===== src/rtl/mvb_change_detect.sv =====
`default_nettype none
// ============================================================================
// Module   : mvb_change_detect
// Brief    : MVB stage flagging value changes between successive valid items
//            and counting the run of identical items that preceded each one.
// Revision : 1.0 - initial release
// ============================================================================
module mvb_change_detect #(
    parameter int ITEMS      = 4,
    parameter int ITEM_WIDTH = 8,
    parameter int CNT_WIDTH  = 4
) (
    input  logic                            clk,
    input  logic                            rst,
    input  logic                            i_clear,
    input  logic [ITEMS*ITEM_WIDTH-1:0]     i_rx_data,
    input  logic [ITEMS-1:0]                i_rx_vld,
    input  logic                            i_rx_src_rdy,
    output logic                            o_rx_dst_rdy,
    output logic [ITEMS*ITEM_WIDTH-1:0]     o_tx_data,
    output logic [ITEMS-1:0]                o_tx_vld,
    output logic [ITEMS-1:0]                o_tx_change,
    output logic [ITEMS*CNT_WIDTH-1:0]      o_tx_run,
    output logic                            o_tx_src_rdy,
    input  logic                            i_tx_dst_rdy
);

    localparam logic [CNT_WIDTH-1:0] c_CNT_ONE  = CNT_WIDTH'(1);
    localparam logic [CNT_WIDTH-1:0] c_CNT_ZERO = '0;

    logic                            r_tx_src_rdy;
    logic [ITEMS*ITEM_WIDTH-1:0]     r_tx_data;
    logic [ITEMS-1:0]                r_tx_vld;
    logic [ITEMS-1:0]                r_tx_change;
    logic [ITEMS*CNT_WIDTH-1:0]      r_tx_run;
    logic                            r_prev_vld;
    logic [ITEM_WIDTH-1:0]           r_prev_data;
    logic [CNT_WIDTH-1:0]            r_prev_run;

    logic                            w_rx_dst_rdy;
    logic                            w_accept;
    logic                            w_load;
    logic [ITEMS:0]                  w_p_vld;
    logic [ITEM_WIDTH-1:0]           w_p_data [ITEMS+1];
    logic [CNT_WIDTH-1:0]            w_p_run  [ITEMS+1];
    logic [ITEMS-1:0]                w_change;
    logic [ITEMS*CNT_WIDTH-1:0]      w_run;

    assign w_rx_dst_rdy = i_tx_dst_rdy | ~r_tx_src_rdy;
    assign w_accept     = i_rx_src_rdy & w_rx_dst_rdy;
    // Empty words are consumed but never produce an output word.
    assign w_load       = w_accept & (|i_rx_vld);

    // CLEAR forgets history before the current word is evaluated.
    assign w_p_vld[0]  = r_prev_vld & ~i_clear;
    assign w_p_data[0] = r_prev_data;
    assign w_p_run[0]  = i_clear ? c_CNT_ZERO : r_prev_run;

    generate
        for (genvar gi = 0; gi < ITEMS; gi++) begin : g_chain
            logic [ITEM_WIDTH-1:0] w_item;
            logic [CNT_WIDTH-1:0]  w_run_inc;
            logic [CNT_WIDTH-1:0]  w_run_item;

            assign w_item       = i_rx_data[gi*ITEM_WIDTH +: ITEM_WIDTH];
            assign w_change[gi] = i_rx_vld[gi] & (~w_p_vld[gi] | (w_item != w_p_data[gi]));
            assign w_run_inc    = (&w_p_run[gi]) ? w_p_run[gi] : (w_p_run[gi] + c_CNT_ONE);
            assign w_run_item   = (i_rx_vld[gi] && !w_change[gi]) ? w_run_inc : c_CNT_ZERO;
            assign w_run[gi*CNT_WIDTH +: CNT_WIDTH] = w_run_item;

            assign w_p_vld[gi+1]  = w_p_vld[gi] | i_rx_vld[gi];
            assign w_p_data[gi+1] = i_rx_vld[gi] ? w_item     : w_p_data[gi];
            assign w_p_run[gi+1]  = i_rx_vld[gi] ? w_run_item : w_p_run[gi];
        end
    endgenerate

    always_ff @(posedge clk) begin
        if (rst) begin
            r_tx_src_rdy <= 1'b0;
            r_tx_data    <= '0;
            r_tx_vld     <= '0;
            r_tx_change  <= '0;
            r_tx_run     <= '0;
            r_prev_vld   <= 1'b0;
            r_prev_data  <= '0;
            r_prev_run   <= '0;
        end else begin
            if (w_load) begin
                r_tx_src_rdy <= 1'b1;
                r_tx_data    <= i_rx_data;
                r_tx_vld     <= i_rx_vld;
                r_tx_change  <= w_change;
                r_tx_run     <= w_run;
                r_prev_vld   <= w_p_vld[ITEMS];
                r_prev_data  <= w_p_data[ITEMS];
                r_prev_run   <= w_p_run[ITEMS];
            end else begin
                if (i_tx_dst_rdy) begin
                    r_tx_src_rdy <= 1'b0;
                end
                if (i_clear) begin
                    r_prev_vld <= 1'b0;
                    r_prev_run <= '0;
                end
            end
        end
    end

    assign o_rx_dst_rdy = w_rx_dst_rdy;
    assign o_tx_src_rdy = r_tx_src_rdy;
    assign o_tx_data    = r_tx_data;
    assign o_tx_vld     = r_tx_vld;
    assign o_tx_change  = r_tx_change;
    assign o_tx_run     = r_tx_run;

endmodule
`default_nettype wire

===== config.mk =====
export PLATFORM = sky130hd
export DESIGN_NAME = mvb_change_detect
export DESIGN_NICKNAME = d
export VERILOG_FILES = /design/src/rtl/mvb_change_detect.sv
export SDC_FILE = /design/constraint.sdc
export NUM_CORES = 1
export LEC_CHECK = 0
export BUFFER_PORTS_ARGS = -buffer_cell sky130_fd_sc_hd__clkbuf_2
export CAP_MARGIN = 30
export CORE_MARGIN = 2
export CORE_UTILIZATION = 40
export DETAILED_ROUTE_END_ITERATION = 8
export PLACE_DENSITY = 0.71
export RECOVER_POWER = 50
export SYNTH_ARGS = -nofsm -noshare
export SYNTH_HDL_FRONTEND = slang
export SYNTH_SLANG_ARGS = --single-unit

===== constraint.sdc =====
create_clock -name clk -period 11.1 [get_ports clk]
set_clock_uncertainty 0.2 [all_clocks]
set_input_delay 0.555 -clock clk [delete_from_list [all_inputs] [get_ports clk]]
set_output_delay 0.555 -clock clk [all_outputs]
set_load 0.02 [all_outputs]

# Word-level counts from Yosys, hierarchy flattened
# Index checks and enable logic that the tools add are counted.
totals:
  reg_bits: 70
  latchBits: 0
  mem_bits_rw: 0
  mem_bits_ro: 0
  in_bits: 41
  output_inout_bits: 58
  word_cells: 75
  memories: 0
classes:
  add_sub_neg: 4
  mul: 0
  n_div: 0
  magnitude_cmp: 0
  eq_ne: 4
  shift: 0
  n_mux: 22
  bitwise: 22
  reduce_logical: 15
op_table:
  columns: ["operator", "n"]
  rows:
  - ["4-bit two-way mux", 14]
  - ["8-bit two-way mux", 4]
  - ["8-bit inequality test", 4]
  - ["4-bit by 1-bit adder with 4-bit output, second input constant", 4]
  - ["4-bit AND reduction", 4]
  - ["1-bit OR", 9]
  - ["1-bit AND", 7]
  - ["1-bit NOT", 6]
  - ["1-bit logical AND", 4]
  - ["1-bit logical NOT", 4]
  - ["1-bit two-way mux", 4]
  - ["2-bit nonzero test", 2]
  - ["4-bit OR reduction", 1]

# Longest topological paths before layout
logic_depth:
  ltp_word: 22
  mapped_depth: 25
  mapped_depth_nobuf: 24

# Worst setup path before layout
# OpenSTA, ideal clock, no wires.
synth_timing:
  path_type: "in2reg"
  start: "input i_clear"
  end: "register r_tx_run[15], in the netlist o_tx_run[15]"
  setup_ns: 0.118
  arrival_ns: 4.523
  t_required_ns: 10.782
  setup_slack_ns: 6.260
  path_stages: 23
  path_buffers: 2
  path_cell_list: "clkbuf_1 > nor2_1 > ha_1 > nand3_1 > a21oi_1 > nor2_1 > a21oi_1 > inv_1 > ha_1 > o21ai_1 > o31ai_4 > o21ai_2 > inv_4 > ha_1 > clkbuf_1 > a41oi_1 > nor2_1 > a31oi_1 > inv_1 > ha_1 > or3_1 > mux2i_1 > o21ai_1"
synth_between:
  elab_chain_len: 20
  word_cells_on_any_way: 45
  classes_between: "add/sub: 4; mux: 12; bitwise: 17; reduce/logical: 12"
synth_rtl:
  columns: ["item", "line", "rtl"]
  rows:
  - ["start: declaration", "15", "input logic i_clear,"]
  - ["branches (longest 19 deep; another with 4-bit by 1-bit adder with 4-bit output)", null, null]
  - ["4-bit two-way mux *", "68", "assign w_run_item = (i_rx_vld[gi] && !w_change[gi]) ? w_run_inc : c_CNT_ZERO;"]
  - ["end signal: assignment", "93", "r_tx_run <= w_run;"]
  - ["end: declaration", "35", "logic [ITEMS*CNT_WIDTH-1:0] r_tx_run;"]
# Every way passes the cells marked *.
# A chain may end at the register's enable or synchronous reset.

# Final worst setup path
layout_timing:
  start: "register r_prev_run[0]"
  end: "register r_tx_run[15], in the netlist o_tx_run[15]"
layout_between:
  elab_chain_len: 16
  word_cells_on_any_way: 20
  classes_between: "add/sub: 4; mux: 12; reduce/logical: 4"
layout_rtl:
  columns: ["item", "line", "rtl"]
  rows:
  - ["start: declaration", "38", "logic [CNT_WIDTH-1:0] r_prev_run;"]
  - ["start signal: assignment", "96", "r_prev_run <= w_p_run[ITEMS];"]
  - ["4-bit two-way mux *", null, null]
  - ["4-bit by 1-bit adder with 4-bit output / 4-bit AND reduction (equally long branches)", "67", "assign w_run_inc = (&w_p_run[gi]) ? w_p_run[gi] : (w_p_run[gi] + c_CNT_ONE);"]
  - ["4-bit two-way mux", "67", null]
  - ["4-bit two-way mux", "68", null]
  - ["4-bit two-way mux *", "73", "assign w_p_run[gi+1] = i_rx_vld[gi] ? w_run_item : w_p_run[gi];"]
  - ["4-bit by 1-bit adder with 4-bit output / 4-bit AND reduction (equally long branches)", "67", null]
  - ["4-bit two-way mux", "67", null]
  - ["4-bit two-way mux", "68", null]
  - ["4-bit two-way mux *", "73", null]
  - ["4-bit by 1-bit adder with 4-bit output / 4-bit AND reduction (equally long branches)", "67", null]
  - ["4-bit two-way mux", "67", null]
  - ["4-bit two-way mux", "68", null]
  - ["4-bit two-way mux *", "73", null]
  - ["4-bit by 1-bit adder with 4-bit output / 4-bit AND reduction (equally long branches)", "67", null]
  - ["4-bit two-way mux *", "67", null]
  - ["4-bit two-way mux *", "68", null]
# Every way passes the cells marked *; elsewhere a longest branch is shown, timed or not.

==> summary.txt <==
Run status
  • Run status: finished with violations
  • Failing checks: max-capacitance violations, max-slew violations

Power and ir drop
  • Peak supply drop: 61.3 uV
  • Sequential Power Share: 42.5%
  • Combinational share of power: 16.9%
  • Leakage: 1.84 nW
  • Clock share of power: 40.5%
  • Cell Pwr Density: 133 nW/um^2
  • Power Internal: 461 uW
  • Switching Fraction: 27.4%
  • Psw: 174 uW

Global route
  • First-pass GRT wire length: 19,200 um
  • Number of global-route vias before repair: 4,050
  • Initial antenna violation count: 0
  • GRT Util Overall: 21.6%
  • GRT overflow: 0
  • Pin count of the biggest net entering global routing: 69

Clock network
  • Clock-pin slew on the worst setup and hold paths: 0.08 ns
  • Worst-skew pair later-pin latency: 0.36 ns
  • CTS hold repair buffers: 0
  • Number of setup buffers added after CTS: 0
  • Cts bufs inserted: 9
  • Sink Count: 70
  • CTS resizes: 0
  • CTS tree: built
  • Root Buffer: clkbuf_8
  • H-tree Lvls: 3
  • Clk buf depth: 2

Place
  • Post-place instance area: 4610 um^2
  • Final HPWL DP: 8670 um
  • Routability cong.: 0.880
  • Port buffer count: 98

Min path
  • Worst Hold Endpoint: o_tx_run[15]
  • Min-Delay Path Class: reg2reg
  • Worst hold stages: 2
  • HP Start: o_tx_run[15]

Timing
  • Setup TNS: 0 ns
  • Hold Fails Final Rpt: 0
  • Minimum clock period: 5.29 ns
  • Final setup vio count: 0
  • RSZ-0062 raised after global routing: false
  • Rel. slew slack: -31.5%
  • Max Slew Vio Count: 31
  • Worst-margin pin slew: 1.97 ns
  • Fmax: 189 MHz
  • Final worst path period share: 47.6%

Yosys
  • Mapped Cells: 543
  • Area contributors post-synth: dfxtp_1, nand2_1, a21oi_1
  • Synth async-reset ratio: 0%
  • Synth warn: 0
  • EDFF count, synth: 0
  • Post-synth top flop: dfxtp_1
  • Syn_area_per_cell: 7.46 um^2
  • Synth Register Bits: 70
  • Post-Syn Area: 4050 um^2
  • Synth top area share: 34.6%
  • Library cells used by synthesis: 64
  • Yosys top cell by area: dfxtp_1
  • Syn_nets: 588
  • Seq/Total Area, Yosys: 34.6%

Setup path
  • Critical path type: reg2reg
  • Nature of the critical path endpoint: register
  • RR Startpoint: r_prev_run[0]
  • Critical path startpoint category: register
  • Setup slack, reg-to-reg: 5.81 ns
  • Required time of the critical path: 11.14 ns
  • WP data arrival: 5.32 ns
  • FF-to-FF End: o_tx_run[15]
  • CP Max Fanout: 8
  • Reg2reg path depth: 21

Die
  • Num rows: 36
  • Io pins: 99
  • Die Wd: 105 um
  • Overall die height: 105 um
  • Die ar.: 10,900 um^2
  • Core Area: 9820 um^2
  • Initial core utilization: 41.3%

Drt
  • Initial DRC count: 226
  • WL met3: 758 um
  • Post-Route WL: 11,700 um
  • Highest metal layer with signal wires: met4
  • Vias: 4,143
  • TritonRoute pass-1 iters: 5
  • Routed Antenna Nets: 0
  • Vias/cell: 5.47
  • Routed wl met2: 5800 um
  • Avg WL per Cell: 15.4 um
  • DR DRC count: 0
  • Met1 wire length: 4860 um

Final layout
  • Register area: 1400 um^2
  • Commonest non-fill, non-tap cell in the layout: nand2_1
  • Multi-input logic area: 2450 um^2
  • Share of layout cells above drive strength 1: 13.8%
  • Fillers: 1,012
  • Commonest non-fill, non-tap cells in the layout: nand2_1, a21oi_1, dfxtp_1
  • Design area: 4770 um^2
  • Nets: 665
  • Diode count: 0
  • Area growth from synthesis to layout: 17.8%

Run
  • Max_cap viols: 1
[metal layers]
| metal | global-route usage [%] | vias to the layer above |
|---|---|---|
| li1 | - | 2030 |
| met1 | 25.0 | 1940 |
| met2 | 37.9 | 146 |
| met3 | 6.24 | 27 |
| met4 | 8.00 | 0 |
| met5 | 0 | - |
[logic make-up (layout without fill, tap and decap cells)]
group	count (synthesis)	count (layout)	synth area share, %
AND/OR/NAND/NOR	225	225	25.3
XOR/XNOR	32	32	6.92
buffers and inverters	50	132	4.88
adder cells (fa/ha/maj)	4	4	1.24
AO/OA/AOI/OAI	141	141	21.6
flip-flops	70	70	34.6
multiplexers	21	21	5.50
[power groups by stage]
stage | combinational, mW | clock, mW | sequential, mW
2_1_floorplan | 0.0632 | 0 | 0.286
3_3_place_gp | 0.107 | 0 | 0.275
3_5_place_dp | 0.110 | 0 | 0.276
4_1_cts | 0.110 | 0.262 | 0.270
5_1_grt | 0.119 | 0.271 | 0.271
6_report | 0.107 | 0.257 | 0.270
[flip-flops by register name, indices dropped and copies added, names as in the netlist]
register / flops
o_tx_change: 4
o_tx_data: 32
o_tx_run: 16
o_tx_src_rdy: 1
o_tx_vld: 4
r_prev_data: 8
r_prev_run: 4
r_prev_vld: 1
[layout make-up]
type | instances | share of cell area [%]
repair buffers | 102 | 9.36
inverters | 14 | 1.15
multi-input cells | 423 | 51.4
flip-flops and latches | 70 | 29.4
well taps | 133 | 3.49
clock inverters | 3 | 1.89
clock buffers | 13 | 3.33
[synth_stat cells, types with 2 or more instances]
master     instances
clkbuf_1          31
a211oi_1           4
nor2_1            38
nor3_1            10
a2bb2oi_1          2
inv_1             12
nand2b_1           7
and2_1             3
a22oi_1            2
o2111ai_1          4
o22ai_1            3
o21ai_1            4
o211ai_1           4
nor2b_1            2
nand2_1          123
o21ai_0           19
or3_1              2
and3_1             6
mux2i_1           11
buf_2              3
xnor2_1           17
xor2_1            15
nand4_1            3
dfxtp_1           70
nand4b_1           2
a21o_1             2
mux2_2            10
a21oi_1           76
a31oi_1            4
nor4_1             4
nand3_1           14
ha_1               4
[worst max-delay path, cell delays in order, from the launching register on]
cell	delay (ns)
dfxtp_1	0.45
inv_1	0.12
nor2_1	0.17
ha_1	0.32
nand3_1	0.18
a21oi_1	0.18
nor2_1	0.06
a21oi_1	0.32
inv_1	0.08
ha_1	0.23
o21ai_1	0.32
o31ai_4	0.14
o21ai_2	0.36
inv_4	0.08
ha_1	0.30
a41oi_1	0.26
a2bb2oi_1	0.38
inv_1	0.09
ha_1	0.27
or3_1	0.42
mux2i_1	0.15
o21ai_1	0.07
[through the flow]
stage | utilization [%] | power, mW | instances | hold slack, ns | worst slack, ns
floorplan | - | 0.349 | 543 | 0.254 | 6.26
global placement | 46.9 | 0.382 | 742 | 0.242 | 5.86
detailed placement | 46.9 | 0.385 | 742 | 0.246 | 5.58
CTS | 49.4 | 0.642 | 758 | 0.248 | 5.91
global route | 48.6 | 0.661 | 758 | 0.262 | 5.40
finish | 48.6 | 0.634 | 758 | 0.252 | 5.81
[worst max-delay path by stage]
stage	depth (start not counted)	startpoint	endpoint	slack [ns]
2_1_floorplan	23	i_clear	o_tx_run[15]	6.26
3_3_place_gp	23	i_clear	o_tx_run[15]	5.86
3_5_place_dp	23	i_clear	o_tx_run[15]	5.58
4_1_cts	21	r_prev_run[0]	o_tx_run[15]	5.91
5_1_grt	22	r_prev_run[0]	r_prev_run[0]	5.40
6_report	21	r_prev_run[0]	o_tx_run[15]	5.81
Power figures use the tool's default switching activity.
